===== src/rtl/bin_to_bcd_seq.sv =====
// rtl/bin_to_bcd_seq.sv - sequential binary to packed-BCD converter (double dabble)
//
// Converts a W-bit unsigned operand into D packed BCD digits, one operand bit
// per clock, MSB first. A result takes W cycles from the accepting edge.
//
// Ports:
//   clock    - system clock, all state changes on the rising edge
//   reset    - asynchronous active-low reset
//   start    - conversion request, sampled only while idle
//   bin_in   - W-bit unsigned operand, captured on the accepting edge
//   busy     - high while a conversion is in progress
//   done     - one-cycle registered pulse when bcd_out/overflow update
//   bcd_out  - D packed BCD digits, digit 0 in bits [3:0], held between results
//   overflow - result did not fit in D digits, held with bcd_out
module bin_to_bcd_seq #(
  parameter int W        = 16,
  parameter int D        = 8,
  parameter bit BLANK_LZ = 1'b0
) (
  input  logic           clock,
  input  logic           reset,
  input  logic           start,
  input  logic [W-1:0]   bin_in,
  output logic           busy,
  output logic           done,
  output logic [4*D-1:0] bcd_out,
  output logic           overflow
);

  typedef enum logic {
    IDLE  = 1'b0,
    SHIFT = 1'b1
  } state_t;

  localparam logic [5:0] LAST = 6'(W - 1);

  state_t         r_state, w_state_nxt;
  logic [4*D-1:0] r_work, w_work_nxt;
  logic [W-1:0]   r_oper, w_oper_nxt;
  logic [5:0]     r_cnt, w_cnt_nxt;
  logic           r_ovf_acc, w_ovf_acc_nxt;
  logic [4*D-1:0] r_bcd, w_bcd_nxt;
  logic           r_ovf, w_ovf_nxt;
  logic           r_done, w_done_nxt;

  logic [4*D-1:0] w_adj;
  logic [4*D-1:0] w_shifted;
  logic           w_carry;
  logic [4*D-1:0] w_blanked;
  logic           w_lead;

  // Add-3 correction so that the following left shift carries correctly
  // between decimal digits.
  always_comb begin
    w_adj = r_work;
    for (int i = 0; i < D; i++) begin
      if (r_work[4*i +: 4] >= 4'd5) begin
        w_adj[4*i +: 4] = r_work[4*i +: 4] + 4'd3;
      end
    end
  end

  // The bit leaving the top digit is lost from the D-digit result; it is the
  // only sign that the value exceeded 10^D - 1.
  assign w_carry   = w_adj[4*D-1];
  assign w_shifted = {w_adj[4*D-2:0], r_oper[W-1]};

  // Leading-zero blanking works on the final digits only; digit 0 always
  // stays visible so a zero result shows a single "0".
  always_comb begin
    w_blanked = w_shifted;
    w_lead    = 1'b1;
    if (BLANK_LZ) begin
      for (int i = D - 1; i >= 1; i--) begin
        if (w_lead && (w_shifted[4*i +: 4] == 4'd0)) begin
          w_blanked[4*i +: 4] = 4'hF;
        end else begin
          w_lead = 1'b0;
        end
      end
    end
  end

  always_comb begin
    w_state_nxt   = r_state;
    w_work_nxt    = r_work;
    w_oper_nxt    = r_oper;
    w_cnt_nxt     = r_cnt;
    w_ovf_acc_nxt = r_ovf_acc;
    w_bcd_nxt     = r_bcd;
    w_ovf_nxt     = r_ovf;
    w_done_nxt    = 1'b0;
    case (r_state)
      IDLE: begin
        if (start) begin
          w_oper_nxt    = bin_in;
          w_work_nxt    = '0;
          w_cnt_nxt     = '0;
          w_ovf_acc_nxt = 1'b0;
          w_state_nxt   = SHIFT;
        end
      end
      SHIFT: begin
        w_work_nxt    = w_shifted;
        w_oper_nxt    = {r_oper[W-2:0], 1'b0};
        w_cnt_nxt     = r_cnt + 6'd1;
        w_ovf_acc_nxt = r_ovf_acc | w_carry;
        if (r_cnt == LAST) begin
          w_bcd_nxt   = w_blanked;
          w_ovf_nxt   = r_ovf_acc | w_carry;
          w_done_nxt  = 1'b1;
          w_state_nxt = IDLE;
        end
      end
      default: w_state_nxt = IDLE;
    endcase
  end

  always_ff @(posedge clock or negedge reset) begin
    if (!reset) begin
      r_state   <= IDLE;
      r_work    <= '0;
      r_oper    <= '0;
      r_cnt     <= '0;
      r_ovf_acc <= 1'b0;
      r_bcd     <= '0;
      r_ovf     <= 1'b0;
      r_done    <= 1'b0;
    end else begin
      r_state   <= w_state_nxt;
      r_work    <= w_work_nxt;
      r_oper    <= w_oper_nxt;
      r_cnt     <= w_cnt_nxt;
      r_ovf_acc <= w_ovf_acc_nxt;
      r_bcd     <= w_bcd_nxt;
      r_ovf     <= w_ovf_nxt;
      r_done    <= w_done_nxt;
    end
  end

  assign busy     = (r_state == SHIFT);
  assign done     = r_done;
  assign bcd_out  = r_bcd;
  assign overflow = r_ovf;

endmodule


===== config.mk =====
export PLATFORM = sky130hd
export DESIGN_NAME = bin_to_bcd_seq
export DESIGN_NICKNAME = d
export VERILOG_FILES = /design/src/rtl/bin_to_bcd_seq.sv
export SDC_FILE = /design/constraint.sdc
export NUM_CORES = 1
export LEC_CHECK = 0
export BUFFER_PORTS_ARGS = -buffer_cell sky130_fd_sc_hd__buf_2
export CAP_MARGIN = 20
export CORE_UTILIZATION = 40
export CTS_BUF_LIST = sky130_fd_sc_hd__clkbuf_16
export CTS_CLUSTER_SIZE = 14
export DETAILED_ROUTE_END_ITERATION = 6
export PLACE_DENSITY_LB_ADDON = 0.05
export SLEW_MARGIN = 20
export SYNTH_ARGS = -nofsm -noshare
export SYNTH_HDL_FRONTEND = slang
export SYNTH_SLANG_ARGS = --single-unit

===== constraint.sdc =====
create_clock -name clock -period 4.3 [get_ports clock]
set_input_delay 0 -clock clock [delete_from_list [all_inputs] [get_ports clock]]
set_output_delay 0 -clock clock [all_outputs]
set_load 0.01 [all_outputs]

# Yosys cells after proc, flatten, opt, wreduce, memory -nomap -nowiden
# Cells that the tools add are included.
[op_classes]
addsub = 9
order_cmp = 8
eq_ne = 2
mux = 21
n_bitwise = 2
n_reduce_logical = 1
[op_table]
columns = ["op", "n"]
rows = [
  ["$pmux 32 s2", 1],
  ["$add 4x2->4 const B", 8],
  ["$ge 4x3->1 const B", 8],
  ["$mux 32", 1],
  ["$mux 4", 8],
  ["$pmux 16 s2", 1],
  ["$mux 16", 1],
  ["$pmux 6 s2", 1],
  ["$add 6x1->6 const B", 1],
  ["$eq 6x4->1 const B", 1],
  ["$mux 6", 1],
  ["$mux 1", 5],
  ["$pmux 1 s2", 2],
  ["$ne 2x2->1 const B", 1],
  ["$reduce_and 2->1", 1],
  ["$not 1->1", 1],
  ["$or 1x1->1", 1],
]
[totals]
register_bits = 90
in_bits = 19
word_cells = 51

# Logic depth before layout (Yosys ltp)
# Gate-level depths: netlist of run 1.
[logic_depth]
depth_word = 4
ltp_mapped = 6
depth_no_buf = 6

# Worst setup path after synthesis of run 1
# OpenSTA, ideal clock, no wires.
[synth_timing]
path_kind = "register -> register"
from = "reg r_cnt[0]"
to = "reg r_bcd[10] (netlist: bcd_out[10])"
setup_ns = 0.125
t_arrival_ns = 1.474
required_time_ns = 4.175
slack_ns = 2.701
stages_incl_launch_ff = 6
n_path_buf = 1
path_cell_list = "dfrtp_1 > ha_1 > nand4_2 > nor3_4 > buf_6 > mux2_2"
[synth_between]
elab_chain_cells = 2
[synth_lines]
columns = ["element", "line_no", "text"]
rows = [
  ["from (decl)", "40", "logic [5:0] r_cnt, w_cnt_nxt;"],
  ["from (signal assigned)", "133", "r_cnt <= w_cnt_nxt;"],
  ["$eq 6x4->1", "108", "if (r_cnt == LAST) begin"],
  ["$reduce_and 2->1 (no source line)", "n/a", ""],
  ["to (signal assigned)", "135", "r_bcd <= w_bcd_nxt;"],
  ["to (decl)", "42", "logic [4*D-1:0] r_bcd, w_bcd_nxt;"],
]
# No other way between the ends.
# A chain may end at the register's enable or synchronous reset.

# Final worst setup path of run 1
[layout_timing]
from = "reg r_state (netlist: busy)"
to = "reg r_bcd[13] (netlist: bcd_out[13])"
[layout_between]
elab_chain_cells = 1
[layout_lines]
columns = ["element", "line_no", "text"]
rows = [
  ["from (decl)", "37", "state_t r_state, w_state_nxt;"],
  ["from (signal assigned)", "130", "r_state <= w_state_nxt;"],
  ["$reduce_and 2->1 (no source line)", "n/a", ""],
]
# No other way between the ends.

==> results.md, run 1 <==
- Status: finished, final reports clean
- Max Slew Vio Count: 0
- Leakage Power: 2.59 nW
- Initial antenna violation count: 0
- Vert. Die Dim: 106 um
- CP Launch Type: flop
- Ys flop type: dfrtp_1
- Yosys reg bits: 90
- Setup TNS: 0 ns
- Post-layout util: 50.0%
- Worst skew pair latency: 0.34 ns
- Total grt overflow: 0
- Worst vdd ir: 0.000294 V
- Post-DP HPWL: 5330 um
- Critical path capture point type: flop
- Post-synth EDFFs: 0
- Initial Util: 41.7%
- CTS Hold Buffers Added: 17
- Layout cells sized above 1: 19.3%
- Min-delay worst type: in2async
- Most common cell after layout, fill and taps aside: dfrtp_1
- Max FO, Critical Path: 47
- DP Area: 0.00472 sq mm
- Synth Cell Area: 0.00436 sq mm
- Antenna Cells: 0
- Die Footprint: 0.0113 sq mm
- RePlAce Congestion: 0.725
- Post-Syn Instances: 406
- CP arrival: 2.79 ns
- Period utilisation layout: 59.9%
- GRT Total Usage: 16.4%
- Clk sinks: 90
- Post-route cell area: 0.00523 sq mm
- Worst-path clk slew: 0.07 ns
- DIE WIDTH: 106 um
- Type of the worst setup path: reg2reg
- Final setup viols: 0
- Via density: 4.98
- Power Density: 762 mW/mm^2
- Io pins: 54
- Fmax: 388 MHz
- Post-CTS Setup Bufs: 0
- CP Data Required Time: 4.52 ns
- Vias in the first global route: 3064
- Nets: 507
- Core area: 0.0105 sq mm
- Clock buffer depth: 2
- Synth Net Count: 442
- Sequential share of the synthesized area: 51.6%
- RSZ-0062 raised after global routing: false
- Synth Warn #: 0
- Clock H-tree levels: 3
- Routed WL per cell: 13.6 um
- Violation count after the first detailed-route iteration: 109
- Slew @ Worst Pin: 0.691 ns
- First-pass GRT wire length: 14800 um
- Worst slew margin: 53.9%
- Drt drc: 0
- Max-cap violation count: 0
- Synth cell types: 30
- Vias: 3045
- CTS tree: built
- IO Port Bufs: 53
- Placement Rows: 37
- Avg Cell Area, Syn: 10.7 sq um
- Final Hold Violating Endpoints: 0
- Area added between synthesis and finish: 19.8%
- Most frequent cells in the layout: dfrtp_1, buf_2, nand2_1, mux2i_1, a21oi_1
- TritonRoute pass-1 iters: 4
- Post-Route WL: 8350 um
- Async S/R FF share, synth: 100%
- Period minus WS final: 2.58 ns
- Post_cts resized: 0
- Routed Antenna Nets: 0
- Root Buffer Master: clkbuf_16
- Largest net degree at the start of global routing: 49
- Worst Skew: 0.00842 ns
- Num CTS Buffers: 9
==> stage by stage <==
step                      std cells  hold slack (ns)  power [mW]  setup slack [ns]
final                           612            0.186        3.98              1.72
after global routing            612            0.232        4.33              1.50
after CTS                       612            0.201        4.03              1.70
after detailed placement        579           0.0312        3.10              1.72
after global placement          579           0.0372        3.06              1.75
after floorplan                 406           -0.296        2.67              2.70
==> where the power goes <==
group          internal [mW]  total (mW)  switching, mW
Combinational          0.765        1.55          0.783
Sequential              1.23        1.54          0.310
Clock                  0.568       0.899          0.331
Total                   2.56        3.98           1.42
==> worst max-delay path: stages, from the launching register on <==
cell and delay [ns]:
dfrtp_2 0.82, nand4_2 0.20, nor3_4 0.55, buf_4 0.48, mux2_2 0.39
==> kinds of logic (layout without fill, tap and decap cells) <==
family | count (synthesis) | in the layout | share of synthesized area (%)
simple gates | 108 | 108 | 12.4
compound gates | 90 | 90 | 12.0
flops | 90 | 90 | 51.6
mux | 54 | 54 | 12.9
buf+inv | 37 | 107 | 4.16
fa+ha+maj | 17 | 17 | 4.87
xor+xnor | 10 | 10 | 2.01
==> state kept, by name, indices dropped and copies added (netlist names) <==
signal,count
r_oper,16
r_cnt,6
bcd_out,32
done,1
overflow,1
r_ovf_acc,1
r_work,32
busy,1
==> final timing paths <==
kind	cells after the start	to	slack, ns	startpoint
worst max register to register	4	bcd_out[13]	1.72	busy
worst max-delay path	4	bcd_out[13]	1.72	busy
min in group clock	3	r_oper[0]	0.19	start
worst min-delay path	2	r_work[30]	0.19	reset
max in group asynchronous	3	busy	3.08	reset
worst min register to register	2	r_oper[12]	0.49	r_oper[11]
==> final cells by class <==
class	count	area, sq um
Clock buffer	9	225
Clock inverter	7	119
Fill cell	1005	5230
Inverter	17	63.8
Multi-Input combinational cell	279	1930
Sequential cell	90	2250
Tap cell	136	170
Timing Repair Buffer	74	468
==> layer usage <==
layer	global-route usage, %	share of wire (%)	up-vias
li1	-	-	1537
met1	22.0	49	1460
met2	26.5	47	38
met3	3.00	2.5	10
met4	5.87	1.5	0
met5	0	0	-
==> synth_stat cells (9+ instances only) <==
| master | count | area (sq um) |
|---|---|---|
| a21o_1 | 17 | 128 |
| a21oi_1 | 35 | 175 |
| buf_2 | 10 | 50.1 |
| dfrtp_1 | 90 | 2250 |
| ha_1 | 17 | 213 |
| inv_1 | 17 | 63.8 |
| mux2_2 | 17 | 191 |
| mux2i_1 | 37 | 370 |
| nand2_1 | 40 | 150 |
| nand2b_1 | 12 | 75.1 |
| nor2_1 | 24 | 90.1 |
| nor3b_1 | 19 | 143 |
| o21ai_0 | 27 | 135 |
| xnor2_1 | 9 | 78.8 |
Power figures use the tool's default switching activity.
==> run 2: changes to the inputs <==
- clock period: 4.3 -> 2.5 ns (I/O delays scaled with it)
==> run 2 against run 1 <==
  * Combinational power is 74% higher
  * Cell count up 0.16%
  * Die area unchanged
  * Register-to-register slack got worse by 1.0 ns
  * Maximum frequency increased by 44%
  * Non-clock buffer count up 1
  * Critical path depth rose by 1
  * Sequential share of layout area shrank 0.17 points
  * Critical endpoint is now bcd_out[22]
==> results.md, run 2 (synthesized netlist as in run 1, its figures left out) <==
- First-pass GRT wire length: 14500 um
- Internal: 4.40 mW
- Inst Count DP: 580
- Min-delay worst type: in2reg
- Comb power frac: 39.5%
- RR Startpoint: r_cnt[0]
- CTS tree: built
- Io pins: 54
- Most frequent cells in the layout: dfrtp_1, buf_2, nand2_1, mux2i_1, a21oi_1
- Reg-to-reg slack, setup: 0.71 ns
- Final Hold Violating Endpoints: 0
- Max-cap violation count: 0
- Final setup margin: 0.708 ns
- Status: finished, final reports clean
- Num CTS Buffers: 9
- Fin cells: 613
- Clk sinks: 90
- Nets: 508
- Seq pwr share: 38.2%
- Max FO, Critical Path: 37
- Worst Skew: 0.00751 ns
- Worst hold start: start
- IO Port Bufs: 53
- Via density: 4.93
- Fillers: 1009
- Worst vdd ir: 0.000523 V
- Vias in the first global route: 2945
- Post-CTS Setup Bufs: 0
- Clock buffer depth: 2
- NetSw: 2.41 mW
- GRT Total Usage: 16.4%
- Post-layout util: 50.2%
- RR Endpoint: bcd_out[22]
- Die Footprint: 0.0113 sq mm
- Routed Antenna Nets: 0
- Drt drc: 0
- Vert. Die Dim: 106 um
- Fmax: 558 MHz
- Clock H-tree levels: 3
- Vias: 3021
- RSZ-0062 raised after global routing: false
- Clock Power Share: 22.2%
- Setup TNS: 0 ns
- Hold path depth: 2
- Type of the worst setup path: reg2reg
- Power Density: 1300 mW/mm^2
- CP arrival: 2.01 ns
- Placement Rows: 37
- Total grt overflow: 0
- Root Buffer Master: clkbuf_16
- Area added between synthesis and finish: 20.3%
- RePlAce Congestion: 0.719
- CP Launch Type: flop
- Largest net degree at the start of global routing: 94
- Violation count after the first detailed-route iteration: 117
- Worst slew margin: 53.4%
- Worst skew pair latency: 0.34 ns
- Core area: 0.0105 sq mm
- Antenna Cells: 0
- Routed WL per cell: 13.8 um
- Critical path capture point type: flop
- Max Slew Vio Count: 0
- TritonRoute pass-1 iters: 4
- Slew @ Worst Pin: 0.699 ns
- Worst-path clk slew: 0.06 ns
- Initial Util: 41.7%
- Most common cell after layout, fill and taps aside: dfrtp_1
- CP Data Required Time: 2.72 ns
- DIE WIDTH: 106 um
- Worst r2r path cells: 5
- Leakage Power: 2.61 nW
- Post-Route WL: 8490 um
- Period minus WS final: 1.79 ns
- Layout cells sized above 1: 19.3%
- Final setup viols: 0
- Period utilisation layout: 71.7%
- Sink of the worst hold path: r_cnt[2]
- Net switching fraction of the power: 35.4%
- Initial antenna violation count: 0
- Pre-CTS setup slack: 0.700 ns
- Post-DP HPWL: 5330 um
-- run 2: area by class of cell --
type / instances / area, sq um / area share [%]
clock buffer: 9 / 225 / 4.29
clock inverter: 7 / 108 / 2.05
inverter: 17 / 63.8 / 1.22
multi-input combinational: 279 / 1930 / 36.8
sequential: 90 / 2250 / 42.9
tap: 136 / 170 / 3.24
timing repair buffer: 75 / 500 / 9.53
-- run 2: power groups by stage --
stage | logic [mW] | clock network, mW | registers [mW]
global placement | 2.65 | 0 | 2.61
finish | 2.69 | 1.51 | 2.60
detailed placement | 2.71 | 0 | 2.63
floorplan | 1.94 | 0 | 2.65
global route | 3.09 | 1.61 | 2.70
CTS | 2.74 | 1.55 | 2.61
-- run 2: repair_timing --
item / CTS / global route
resized for setup: 0 / 0
hold buffers: 17 / 0
endpoints found under the hold margin: 67 / 0
endpoints found under the setup margin: 0 / 0
-- run 2: routing by layer --
layer	wire (um)	track usage [%]
met2	3850	26.0
met4	144	6.75
met5	0	0
met1	4300	22.4
met3	189	2.45
-- run 2: worst max path at each step --
stage                   from           to  cells past startpoint
detailed placement  r_cnt[0]  bcd_out[13]                      5
global route        r_cnt[0]  bcd_out[22]                      5
floorplan           r_cnt[0]  bcd_out[10]                      5
finish              r_cnt[0]  bcd_out[22]                      5
global placement    r_cnt[0]  bcd_out[21]                      5
CTS                 r_cnt[0]  bcd_out[22]                      5
-- run 2: through the flow --
step	power (mW)	area (sq um)	hold WS, ns
floorplan	4.59	4360	-0.296
global placement	5.27	4750	0.0886
detailed placement	5.34	4750	0.0943
CTS	6.90	5250	0.142
global route	7.40	5250	0.161
finish	6.81	5250	0.133
-- run 2: worst max-delay path, stage by stage, from the launching register on --
cell	delay [ns]
dfrtp_1	0.38
ha_1	0.23
nand4_2	0.14
nor3_4	0.14
buf_4	0.39
mux2_2	0.38
==> run 3: changes to the inputs <==
- ABC_AREA: unset -> 1
- clock period: 2.5 -> 1.5 ns (I/O delays scaled with it)
==> run 3 against run 2 <==
  * Cell count is 21% higher
  * First-iteration DRC count is 4.3% higher
  * Sequential power is 65% higher
  * Area after synthesis is 0.49% lower
  * Via count is 20% higher
  * Maximum frequency is 25% higher
  * Power is 65% higher
  * Hold slack worse by 0.044 ns
  * Design area is 1.4% higher
  * Non-clock buffer count is 13 higher
==> results.md, run 3 <==
- Status: finished, final reports clean
- Post-Syn Instances: 523
- Yosys reg bits: 90
- Worst vdd ir: 0.000984 V
- Die Footprint: 0.0113 sq mm
- DIE WIDTH: 106 um
- Period utilisation layout: 95.5%
- Ys flop type: dfrtp_1
- RePlAce Congestion: 0.828
- Worst Skew: 0.00642 ns
- Max Slew Vio Count: 0
- Count leader, synth: nand2_1
- Top-area cell type share of the netlist area: 51.9%
- Fillers: 1030
- Most common cell after layout, fill and taps aside: nand2_1
- Synth area leader: dfrtp_1
- Slew @ Worst Pin: 0.488 ns
- Period minus WS final: 1.43 ns
- Vert. Die Dim: 106 um
- IO Port Bufs: 53
- Min-delay worst type: in2async
- TritonRoute pass-1 iters: 4
- Fmax: 698 MHz
- Clk sinks: 90
- Cells along the critical path: inv_1 > ha_1 > inv_1 > o21ai_1 > nand2_1 > nand2_1 > nand3_1 > nand2_1
- Avg Cell Area, Syn: 8.30 sq um
- Final setup margin: 0.0682 ns
- Initial Util: 41.7%
- Max-cap violation count: 0
- WHS: 0.0888 ns
- Vias: 3613
- Clock buffer depth: 2
- Met2 routed WL: 4550 um
- Violation count after the first detailed-route iteration: 122
- Drt drc: 0
- Fin cells: 744
- Pre-CTS setup slack: -0.0107 ns
- Synth Cell Area: 0.00434 sq mm
- Num CTS Buffers: 9
- Synth cell types: 23
- Post-CTS Setup Bufs: 0
- Routed Antenna Nets: 0
- CP Data Required Time: 1.77 ns
- Most Frequent Cell on Critical Path: nand2_1
- Crit path largest cell delay: 0.44 ns
- First-pass GRT wire length: 16000 um
- Inst Count DP: 711
- Initial antenna violation count: 0
- Placement Rows: 37
- Worst slew margin: 67.4%
- Pwr Total: 11.2 mW
- Slowest-stage cell, CP: dfrtp_2
- CTS tree: built
- Io pins: 54
- Most frequent cells in the layout: nand2_1, dfrtp_1, nand3_1, inv_1, buf_2
- Root Buffer Master: clkbuf_16
- Top post-synthesis cells by count: nand2_1, dfrtp_1, nand3_1
- CP arrival: 1.70 ns
- Top sig layer: met4
- Post-Route WL: 9450 um
- GRT Total Usage: 17.9%
- Antenna Cells: 0
- Power Density: 2110 mW/mm^2
- Core area: 0.0104 sq mm
- Post-synth EDFFs: 0
- Multi-input combinational cell area: 0.00180 sq mm
- Clock H-tree levels: 3
- Leakage Power: 2.85 nW
- Via density: 4.86
- Worst-path clk slew: 0.06 ns
- Type of the worst setup path: reg2reg
- Layout cells sized above 1: 16.8%
- Synth Net Count: 559
- Area added between synthesis and finish: 22.6%
- Worst skew pair latency: 0.33 ns
- Largest net degree at the start of global routing: 39
- Final setup viols: 0
- Total grt overflow: 0
- Nets: 639
- Post-DP HPWL: 6470 um
- WL met3: 368 um
- Synth Warn #: 0
- Critical path capture point type: flop
- Async S/R FF share, synth: 100%
- CP Launch Type: flop
- FF/Latch Area: 0.00226 sq mm
- Vias in the first global route: 3438
- Max FO, Critical Path: 6
- Post-layout util: 51.1%
- Sequential share of the synthesized area: 51.9%
- DRT met1 WL: 4450 um
- Largest cells by area after synthesis: dfrtp_1, nand2_1, nand3_1
- Final Hold Violating Endpoints: 0
- Routed WL per cell: 12.7 um
==> run 3: changes by cell type after synthesis, sizes merged, moves of 19 or more <==
| cell | before | now |
|---|---|---|
| nand2 | 40 | 196 |
| nand3 | 2 | 64 |
| mux2i | 37 | 0 |
| inv | 17 | 53 |
| a21oi | 35 | 5 |
| nor3b | 19 | 0 |
==> run 3: logic make-up (layout without fill, tap and decap cells) <==
kind of cell / Yosys count / in the layout / share of synthesized area [%]
AO/OA/AOI/OAI: 75 / 75 / 10.3
AND/OR/NAND/NOR: 269 / 269 / 25.6
flip-flops: 90 / 90 / 51.9
buffers and inverters: 72 / 157 / 7.35
adder cells (fa/ha/maj): 17 / 17 / 4.90
==> run 3: power by group <==
group          total (mW)  switching [mW]  internal (mW)
clock                2.18           0.904           1.27
combinational        4.77            2.91           1.86
sequential           4.30           0.767           3.53
total                11.2            4.58           6.66
==> run 3: repair_timing <==
| action | CTS | global route |
|---|---|---|
| gates resized for setup | 2 | 17 |
| setup endpoints to repair | 7 | 40 |
| hold buffers | 17 | 0 |
| pin swaps | 0 | 3 |
| hold endpoints to repair | 106 | 0 |
==> run 3: per-layer routing <==
metal  global-route usage, %  vias to the layer above
met1                    22.9                     1677
li1                        -                     1861
met5                       0                        -
met3                    4.11                       10
met2                    30.3                       65
met4                    5.16                        0
==> run 3: per-stage QoR <==
stage	setup TNS, ns	area, sq um
6_report	0	5320
5_1_grt	-0.0112	5320
4_1_cts	0	5290
2_1_floorplan	0	4340
3_5_place_dp	-0.0200	4830
3_3_place_gp	0	4830
==> run 3: area by class of cell <==
| class | instances | share of cell area [%] |
|---|---|---|
| inverters | 53 | 3.74 |
| clock buffers | 9 | 4.23 |
| well taps | 136 | 3.20 |
| clock inverters | 7 | 1.20 |
| repair buffers | 88 | 11.5 |
| flip-flops and latches | 90 | 42.4 |
| multi-input cells | 361 | 33.8 |
==> run 3: final timing paths <==
kind | from | end | slack (ns) | cells after the start
setup / recovery | r_work[8] | bcd_out[10] | 0.07 | 8
hold / removal | reset | bcd_out[16] | 0.09 | 2
setup reg to reg | r_work[8] | bcd_out[10] | 0.07 | 8
hold reg to reg | overflow | overflow | 0.47 | 2
max in group asynchronous | reset | r_work[24] | 0.84 | 3
min in group clock | start | r_oper[0] | 0.13 | 5
==> run 3: critical path: cells and delay by family (launching register included) <==
kind	cells	cell delay (ns)
adders and majority gates	1	0.20
buffers and inverters	2	0.14
AOI/OAI and AO/OA	1	0.19
DFF	1	0.44
and+or+nand+nor	4	0.42
